## config.mk

```make
export PLATFORM = sky130hd
export DESIGN_NAME = score_plot
export DESIGN_NICKNAME = d
export VERILOG_FILES = /design/src/rtl/score_plot_pkg.sv /design/src/rtl/score_plot.sv
export SDC_FILE = /design/constraint.sdc
export NUM_CORES = 1
export LEC_CHECK = 0
export BUFFER_PORTS_ARGS = -buffer_cell sky130_fd_sc_hd__buf_2
export CAP_MARGIN = 10
export CORE_ASPECT_RATIO = 0.8
export CORE_MARGIN = 8
export CORE_UTILIZATION = 52
export DETAILED_ROUTE_END_ITERATION = 12
export PLACE_DENSITY_LB_ADDON = 0.05
export SYNTH_ARGS = -nofsm -noshare
export SYNTH_HDL_FRONTEND = slang
export SYNTH_SLANG_ARGS = --single-unit
```

## constraint.sdc

```tcl
create_clock -name clk -period 3.83 [get_ports clk]
set_input_delay 0.383 -clock clk [delete_from_list [all_inputs] [get_ports clk]]
set_output_delay 0.383 -clock clk [all_outputs]
set_load 0.03 [all_outputs]
```

## src/rtl/score_plot_pkg.sv

```systemverilog
// Shared types and the 3x5 hex font for the score plotter.
// Glyph bit index is row*3 + col, row 0 at the top, col 0 at the left.
package score_plot_pkg;

    localparam int unsigned CELL_W     = 4;
    localparam int unsigned GLYPH_W    = 3;
    localparam int unsigned GLYPH_H    = 5;
    localparam int unsigned GLYPH_BITS = GLYPH_W * GLYPH_H;

    typedef enum logic {
        IDLE = 1'b0,
        DRAW = 1'b1
    } state_t;

    // Rows are written left-to-right as they look on screen; col 0 lands in the low bit.
    function automatic logic [2:0] rev3(input logic [2:0] row);
        return {row[0], row[1], row[2]};
    endfunction

    function automatic logic [GLYPH_BITS-1:0] mk_glyph(
        input logic [2:0] r0,
        input logic [2:0] r1,
        input logic [2:0] r2,
        input logic [2:0] r3,
        input logic [2:0] r4
    );
        return {rev3(r4), rev3(r3), rev3(r2), rev3(r1), rev3(r0)};
    endfunction

    localparam logic [GLYPH_BITS-1:0] GLYPHS [16] = '{
        mk_glyph(3'b111, 3'b101, 3'b101, 3'b101, 3'b111),
        mk_glyph(3'b010, 3'b110, 3'b010, 3'b010, 3'b111),
        mk_glyph(3'b111, 3'b001, 3'b111, 3'b100, 3'b111),
        mk_glyph(3'b111, 3'b001, 3'b111, 3'b001, 3'b111),
        mk_glyph(3'b101, 3'b101, 3'b111, 3'b001, 3'b001),
        mk_glyph(3'b111, 3'b100, 3'b111, 3'b001, 3'b111),
        mk_glyph(3'b111, 3'b100, 3'b111, 3'b101, 3'b111),
        mk_glyph(3'b111, 3'b001, 3'b001, 3'b001, 3'b001),
        mk_glyph(3'b111, 3'b101, 3'b111, 3'b101, 3'b111),
        mk_glyph(3'b111, 3'b101, 3'b111, 3'b001, 3'b111),
        mk_glyph(3'b111, 3'b101, 3'b111, 3'b101, 3'b101),
        mk_glyph(3'b110, 3'b101, 3'b110, 3'b101, 3'b110),
        mk_glyph(3'b111, 3'b100, 3'b100, 3'b100, 3'b111),
        mk_glyph(3'b110, 3'b101, 3'b101, 3'b101, 3'b110),
        mk_glyph(3'b111, 3'b100, 3'b111, 3'b100, 3'b111),
        mk_glyph(3'b111, 3'b100, 3'b111, 3'b100, 3'b100)
    };

    function automatic logic [GLYPH_BITS-1:0] glyph(input logic [3:0] nib);
        return GLYPHS[nib];
    endfunction

endpackage

```

## src/rtl/score_plot.sv

```systemverilog
// Plots a two-hex-digit score as a scaled 3x5 font, one pixel per cycle,
// behind the start/waitrequest handshake shared by the screen plotters.
module score_plot
    import score_plot_pkg::*;
#(
    parameter logic [7:0]  X0    = 8'd120,
    parameter logic [6:0]  Y0    = 7'd2,
    parameter int unsigned SCALE = 2,
    parameter logic [2:0]  FG    = 3'b111,
    parameter logic [2:0]  BG    = 3'b000
) (
    input  logic       clk,
    input  logic       rst_n,
    input  logic       start,
    input  logic [7:0] score,
    output logic       waitrequest,
    output logic       vga_plot,
    output logic [7:0] vga_x,
    output logic [6:0] vga_y,
    output logic [2:0] vga_colour
);

    localparam logic [1:0] S_LAST = 2'(SCALE - 1);
    localparam logic [1:0] C_LAST = 2'(CELL_W - 1);
    localparam logic [2:0] R_LAST = 3'(GLYPH_H - 1);

    // The whole two-digit region must sit on the 160x120 screen.
    if (SCALE == 0 || SCALE > 4 ||
        (int'(X0) + 8 * int'(SCALE)) > 160 ||
        (int'(Y0) + 5 * int'(SCALE)) > 120) begin : g_bad_params
        $fatal(1, "score_plot: SCALE or screen region out of range");
    end

    state_t     state_q, state_d;
    logic [7:0] score_q, score_d;
    logic       d_q,  d_d;
    logic [2:0] r_q,  r_d;
    logic [1:0] sy_q, sy_d;
    logic [1:0] c_q,  c_d;
    logic [1:0] sx_q, sx_d;
    logic       emit;
    logic       last_px;

    logic       plot_d;
    logic       wait_d;
    logic [7:0] x_d;
    logic [6:0] y_d;
    logic [2:0] col_d;

    logic [3:0]            nib;
    logic [GLYPH_BITS-1:0] bits;
    logic [3:0]            gidx;
    logic [8:0]            x9;
    logic [8:0]            y9;

    // Next state and next pixel position; counters hold the pixel being shown.
    always_comb begin : next_state
        state_d = state_q;
        score_d = score_q;
        d_d     = d_q;
        r_d     = r_q;
        sy_d    = sy_q;
        c_d     = c_q;
        sx_d    = sx_q;
        emit    = 1'b0;
        last_px = !d_q && (r_q == R_LAST) && (sy_q == S_LAST) &&
                  (c_q == C_LAST) && (sx_q == S_LAST);

        case (state_q)
            IDLE: begin
                if (start) begin
                    state_d = DRAW;
                    score_d = score;
                    d_d     = 1'b1;
                    r_d     = 3'd0;
                    sy_d    = 2'd0;
                    c_d     = 2'd0;
                    sx_d    = 2'd0;
                    emit    = 1'b1;
                end
            end
            DRAW: begin
                if (last_px) begin
                    state_d = IDLE;
                end else begin
                    emit = 1'b1;
                    sx_d = sx_q + 2'd1;
                    if (sx_q == S_LAST) begin
                        sx_d = 2'd0;
                        c_d  = c_q + 2'd1;
                        if (c_q == C_LAST) begin
                            c_d  = 2'd0;
                            sy_d = sy_q + 2'd1;
                            if (sy_q == S_LAST) begin
                                sy_d = 2'd0;
                                r_d  = r_q + 3'd1;
                                if (r_q == R_LAST) begin
                                    r_d = 3'd0;
                                    d_d = 1'b0;
                                end
                            end
                        end
                    end
                end
            end
        endcase
    end

    // Coordinates and colour of the pixel the next edge will present.
    always_comb begin : next_pixel
        nib  = d_d ? score_d[7:4] : score_d[3:0];
        bits = glyph(nib);
        gidx = 4'(32'(r_d) * GLYPH_W + 32'(c_d));
        x9   = 9'(X0) + (d_d ? 9'd0 : 9'(CELL_W * SCALE)) +
               9'(32'(c_d) * SCALE) + 9'(sx_d);
        y9   = 9'(Y0) + 9'(32'(r_d) * SCALE) + 9'(sy_d);

        plot_d = emit;
        wait_d = emit;
        x_d    = 8'd0;
        y_d    = 7'd0;
        col_d  = 3'd0;
        if (emit) begin
            x_d   = 8'(x9);
            y_d   = 7'(y9);
            col_d = ((c_d != C_LAST) && bits[gidx]) ? FG : BG;
        end
    end

    always_ff @(posedge clk or negedge rst_n) begin : regs
        if (!rst_n) begin
            state_q     <= IDLE;
            score_q     <= 8'd0;
            d_q         <= 1'b0;
            r_q         <= 3'd0;
            sy_q        <= 2'd0;
            c_q         <= 2'd0;
            sx_q        <= 2'd0;
            waitrequest <= 1'b0;
            vga_plot    <= 1'b0;
            vga_x       <= 8'd0;
            vga_y       <= 7'd0;
            vga_colour  <= 3'd0;
        end else begin
            state_q     <= state_d;
            score_q     <= score_d;
            d_q         <= d_d;
            r_q         <= r_d;
            sy_q        <= sy_d;
            c_q         <= c_d;
            sx_q        <= sx_d;
            waitrequest <= wait_d;
            vga_plot    <= plot_d;
            vga_x       <= x_d;
            vga_y       <= y_d;
            vga_colour  <= col_d;
        end
    end

endmodule
```

==> results of run 1 <==
-- layer usage --
| metal | up-vias | part of all wire [%] | track usage (%) | wire length [microns] |
|---|---|---|---|---|
| li1 | 946 | - | - | - |
| met1 | 936 | 52 | 25.89 | 2985 |
| met2 | 66 | 40 | 24.17 | 2326 |
| met3 | 6 | 6.7 | 4.528 | 385 |
| met4 | 0 | 1.2 | 6.618 | 71 |
| met5 | - | 0 | 0 | 0 |
-- cell usage in the layout, fill, tap and decap left out, drive strengths merged, types with 4 or more instances in the layout --
cell and n:
a21oi 5, buf 56, clkbuf 5, dfrtp 32, ha 19, inv 25, mux2 6, mux2i 18
nand2 14, nand3 8, nand3b 5, nor2 12, nor2b 8, nor3 8, o21ai 4
-- worst paths after layout --
kind                            start       endpoint  slack, ns  cells after the start
hold reg to reg            score_q[1]     score_q[1]       0.50                      2
hold / removal                  rst_n       vga_x[5]       0.14                      1
min in group clk             score[1]     score_q[1]       0.35                      3
setup / recovery              sy_q[1]  vga_colour[1]      -0.03                     15
setup reg to reg              sy_q[1]  vga_colour[1]      -0.03                     15
max in group asynchronous       rst_n       vga_x[6]       3.24                      1
-- state kept, by name, indices dropped and copies added (netlist names) --
signal,count
sx_q,2
c_q,2
r_q,3
d_q,1
sy_q,2
score_q,8
state_q,1
vga_x,7
vga_y,5
vga_colour,1
-- through the flow --
stage,hold slack (ns),TNS (ns)
finish,0.1357,-0.03067
global placement,0.4791,0
detailed placement,0.4739,-0.005123
CTS,0.1546,0
floorplan,0.08741,0
global route,0.2027,-0.1763
-- worst register-to-register path, stage by stage (launching register included) --
cell and delay (ns):
dfrtp_1 0.43, nand4bb_2 0.34, nor3b_2 0.24, mux2_2 0.40, xnor2_1 0.14, ha_1 0.32
ha_4 0.14, inv_2 0.03, fa_1 0.56, inv_2 0.05, nand2_2 0.07, nor2_1 0.04
and3_1 0.17, a211o_1 0.22, or4b_4 0.48, o2bb2ai_2 0.14
-- final cells by class --
cell class	count	area (sq um)	area share, %
multi-input cells	165	1426	49.76
flip-flops and latches	32	800.8	27.94
repair buffers	56	362.8	12.66
inverters	25	93.84	3.274
well taps	57	71.32	2.488
clock buffers	5	68.82	2.401
clock inverters	3	42.54	1.484
-- kinds of logic after synthesis --
group | Yosys count | synth area share (%)
buffers and inverters | 40 | 8.491
XOR/XNOR | 4 | 1.515
AO/OA/AOI/OAI | 39 | 13.36
other | 1 | 0.1621
multiplexers | 26 | 13.14
adder cells (fa/ha/maj) | 20 | 11.14
AND/OR/NAND/NOR | 74 | 17.58
flip-flops | 32 | 34.61
-- timing repair --
action                                  4_1_cts  5_1_grt
endpoints found under the setup margin        1        1
buffers inserted                              1        3
resized for setup                             6       16
pin swaps                                     2        7
==> metrics.md, run 1 <==
| Metric | Value |
|---|---|
| Die footprint | ~6900 sq um |
| Crit. End Element | flop |
| Fmax | approximately 260 MHz |
| I/O Pins | 31 |
| # fillers | roughly 360 |
| Commonest cells post-synth | dfrtp_1, inv_1, ha_1 |
| RSZ-0062 raised after global routing | true |
| Clk root buf | clkbuf_8 |
| Top post-synthesis cells by area | dfrtp_1, ha_1, mux2i_1 |
| Worst hold path class | in -> async |
| Final Util | 67.76% |
| Final GP Congestion | around 0.94 |
| DR vias | between 1.5k and 2k |
| Row count | 21 |
| Dpl hpwl | ~4300 microns |
| CP arrival | 4.08 ns |
| 1st-iter DRT viols | ~120 |
| Most frequent cell after synthesis | dfrtp_1 |
| Final nets | between 300 and 400 |
| Dpl cells | 331 |
| Ant diodes | 0 |
| Required @ worst endpoint | 4.05 ns |
| Final Hold Fails | 0 |
| Layout cells sized above 1 | about a third |
| Max_cap viols | 0 |
| Worst Setup Slack, final | -0.03067 ns |
| Reg clk slew, reported paths | 0.07 ns |
| Final min period | 3.861 ns |
| Top FF cell, synth | dfrtp_1 |
| Largest stage delay, worst path | around 0.56 ns |
| Skew final | 0.004815 ns |
| CTS max path bufs | 2 |
| GR Overflow Total | 0 |
| Drt total wl | 5767 microns |
| Failing checks | negative setup slack |
| Most used cell, CP | inv_2 |
| Buffers & Inverters on Critical Path | 2 |
| # clock sinks | 32 |
| Status | finished with violations |
| Cell taking the most area after synthesis | dfrtp_1 |
| PortBufs | 28 |
| Final ANT Viol Nets | 0 |
| Crit-path leading delay family | simple AND/OR/NAND/NOR gates |
| Area after DPL | approximately 2600 sq um |
| Mean Syn Cell Area | between 9 and 10 sq um |
| Syn. warnings | 0 |
| Antenna violations before repair | 0 |
| Rel. slew slack | between 50% and 60% |
| Layout Cells excl Fill | between 300 and 400 |
| Worst path cell trace | nand4bb_2 > nor3b_2 > mux2_2 > xnor2_1 > ha_1 > ha_4 > inv_2 > fa_1 > inv_2 > nand2_2 > nor2_1 > and3_1 > a211o_1 > or4b_4 > o2bb2ai_2 |
| Synthesis-to-finish area growth | 23.90% |
| WS Path Type | reg -> reg |
| CTS tree | done |
| Synth async-reset ratio | between 90% and 100% |
| Final max-slew violation count | 0 |
| Worst-Skew Late Latency | 0.29 ns |
| CP max FO | 5 |
| Post-synth EDFFs | 0 |
| Worst path slowest cell | fa_1 |
| Initial Utilization | 54.69% |
| Mapped Area | 2313 sq um |
| CTS H-tree depth | 2 |
| DR DRC count | 0 |
| Register area share after synthesis | between 30% and 40% |
| Syn Inst Count | 236 |
| Vias in the first global route | 1,856 |
| Final Setup Violations | 1 |
| Worst-Margin Slew | 0.7022 ns |
| Setup Slack @ Placement | -0.005123 ns |
| Tcrit/Tclk final | 100.8% |
| Die width | between 90 and 100 microns |
| Core region area | 4230 sq um |
| Top-area cell type share of the netlist area | approximately 35% |
| Die Ht | ~76 microns |
| Number of detailed-route iterations in the first pass | 5 |
| Hold Buf Count CTS | 0 |
| Yosys reg bits | 32 |
| Post-synth cell types | 55 |
| First-pass GRT wire length | approximately 9500 microns |
| WL/cell | roughly 17 microns |
| Gr usage total | 17.72% |
| Largest net degree at the start of global routing | 33 |
| CP Launch Type | flop |
| TritonCTS Buffers | 5 |
| Via density per instance | ~5.7 |
| Post-Layout Inst Area | approximately 2900 sq um |
Power of run 1 is left out: the tool's default activity adds up to more than one toggle a clock period on the data nets, which glitch-free logic cannot reach.
==> run 2: changes to the inputs <==
Settings changed: CORE_UTILIZATION 52 to 54, CTS_BUF_LIST from default to sky130_fd_sc_hd__clkbuf_8.
==> metrics.md, run 2 (synthesis results as in run 1) <==
| Metric | Value |
|---|---|
| Ant diodes | 0 (unchanged) |
| PortBufs | 28 (unchanged) |
| Antenna violations before repair | 0 (unchanged) |
| Core region area | 4151 sq um (-1.9%) |
| Clk root buf | clkbuf_8 |
| Cells on worst reg2reg path | 17 (+2) |
| I/O Pins | 31 (unchanged) |
| Biggest regs | score_q: 8 flops, vga_x: 7 flops, vga_y: 5 flops |
| Buffers & Inverters on Critical Path | 3 (+1) |
| Rel. slew slack | 52.05% (-1.1 points) |
| First-pass GRT wire length | 9473 microns (-0.29%) |
| Final Setup Violations | 1 (unchanged) |
| Max_cap viols | 0 (unchanged) |
| Die Ht | 74.55 microns (-1.5%) |
| CP Capture Point | vga_colour[1] |
| Final nets | 316 (unchanged) |
| CP max FO | 4 (-1) |
| Setup crit start | r_q[1] |
| Final Hold Slack | 0.1557 ns (+0.01999 ns) |
| RSZ-0062 raised after global routing | true |
| FF-to-FF Start | r_q[1] |
| Largest stage delay, worst path | 0.58 ns (+0.02 ns) |
| Reg area | 802.0 sq um (+0.16%) |
| Worst-Skew Late Latency | 0.28 ns (about the same) |
| Synthesis-to-finish area growth | 23.63% |
| 1st-iter DRT viols | 98 (-18%) |
| CTS H-tree depth | 2 (unchanged) |
| Final ANT Viol Nets | 0 (unchanged) |
| CTS max path bufs | 2 (unchanged) |
| Die footprint | 6648 sq um (-3.0%) |
| Largest net degree at the start of global routing | 33 (unchanged) |
| Crit path depth | 17 (+2) |
| Worst path slowest cell | or4_4 |
| TritonCTS Buffers | 5 (unchanged) |
| Dpl hpwl | 4357 microns (+2.1%) |
| R2R Path End | vga_colour[1] |
| Worst path cell trace | inv_2 > ha_4 > nand3b_1 > or4_4 > a31o_4 > o41ai_4 > ha_2 > ha_2 > inv_1 > fa_1 > inv_2 > nand2_2 > nor2_1 > and3_1 > a211o_1 > or4b_4 > o2bb2ai_2 |
| WL/cell | 17.28 microns (+2.8%) |
| Tcrit/Tclk final | 100.5% (-0.26 points) |
| Worst Setup Slack, final | -0.02077 ns (+0.009896 ns) |
| CTS tree | done |
| Via density per instance | 5.755 (+1.0%) |
| Crit-path leading delay family | simple AND/OR/NAND/NOR gates |
| Layout cells sized above 1 | 33.22% (unchanged) |
| Reg clk slew, reported paths | 0.07 ns (about the same) |
| Row count | 21 (unchanged) |
| Final max-slew violation count | 0 (unchanged) |
| Multi-input gate area | 1423 sq um (-0.26%) |
| Die width | 89.18 microns (-1.5%) |
| Required @ worst endpoint | 4.04 ns (about the same) |
| Gr usage total | 18.68% (+0.96 points) |
| Largest Register | score_q |
| Final Hold Fails | 0 (unchanged) |
| # clock sinks | 32 (unchanged) |
| Worst-Margin Slew | 0.7192 ns (+0.01701 ns) |
| Initial Utilization | 55.73% (+1.0 points) |
| WS Path Type | reg -> reg |
| # fillers | 338 (-5.1%) |
| DR DRC count | 0 (unchanged) |
| GR Overflow Total | 0 (unchanged) |
| Hold Buf Count CTS | 0 (unchanged) |
| Commonest non-fill, non-tap cell in the layout | dfrtp_1 |
| DR vias | 1,974 (+1.0%) |
| Largest register FFs | 8 (unchanged) |
| Crit. End Element | flop |
| Drt total wl | 5927 microns (+2.8%) |
| Skew final | 0.009369 ns (+0.004554 ns) |
| CP Launch Type | flop |
| Vias in the first global route | 1,836 (-1.1%) |
| Status | finished with violations |
| Failing checks | negative setup slack |
| Number of detailed-route iterations in the first pass | 6 (+1) |
| CP arrival | 4.06 ns (-0.02 ns) |
| Fmax | 259.7 MHz (+0.26%) |
| Most frequent cells in the layout | dfrtp_1, buf_2, buf_4, inv_1, mux2i_1 |
| R2R setup slack | -0.02 ns (about the same) |
| Final min period | 3.851 ns (-0.009896 ns) |
| Worst hold path class | in -> async |
| Final GP Congestion | 0.9413 (+0.51%) |
==> run 2: cell types whose count changed in the layout (fill, tap and decap cells not counted), sizes merged <==
cell      delta
clkinvlp     -1
inv          +1
==> run 2: metal layers <==
metal / global-route usage, % / up-vias / share of wire, %
li1: - / 942 / -
met1: 26.77 / 963 / 49
met2: 27.15 / 64 / 43
met3: 4.857 / 5 / 7.4
met4: 4.228 / 0 / 0.61
met5: 0 / - / 0
==> run 2: how the worst min path moves through the flow <==
stage	startpoint	endpoint	slack (ns)	depth (start not counted)
detailed placement	rst_n	vga_x[5]	0.47	1
global placement	rst_n	vga_x[7]	0.47	1
floorplan	rst_n	c_q[0]	0.09	0
CTS	rst_n	sx_q[1]	0.17	1
global route	rst_n	vga_x[5]	0.21	1
finish	rst_n	sx_q[1]	0.16	1
==> run 2: per-stage QoR <==
stage / setup TNS (ns) / instances / worst slack (ns) / area [sq um] / util, %
2_1_floorplan: 0 / 237 / 0.01592 / 2320 / -
3_3_place_gp: 0 / 331 / 0.08434 / 2621 / 63.14
3_5_place_dp: 0 / 331 / 0.01267 / 2621 / 63.14
4_1_cts: 0 / 339 / 0.01862 / 2756 / 66.40
5_1_grt: -0.1721 / 343 / -0.1721 / 2860 / 68.90
6_report: -0.02077 / 343 / -0.02077 / 2860 / 68.90
==> run 2: layout make-up <==
type	instances	area share (%)
Inverter	25	3.281
Clock inverter	3	1.356
Clock buffer	5	2.406
Timing Repair Buffer	56	12.69
Multi-Input combinational cell	165	49.74
Tap cell	57	2.493
Sequential cell	32	28.04
==> run 2: what timing repair did <==
item / 4_1_cts / 5_1_grt
gates cloned: 0 / 0
pin swaps: 3 / 8
setup endpoints to repair: 1 / 1
buffers inserted: 0 / 4
resized for setup: 6 / 18
hold endpoints to repair: 0 / 0
Power of run 2 is left out for the same reason.
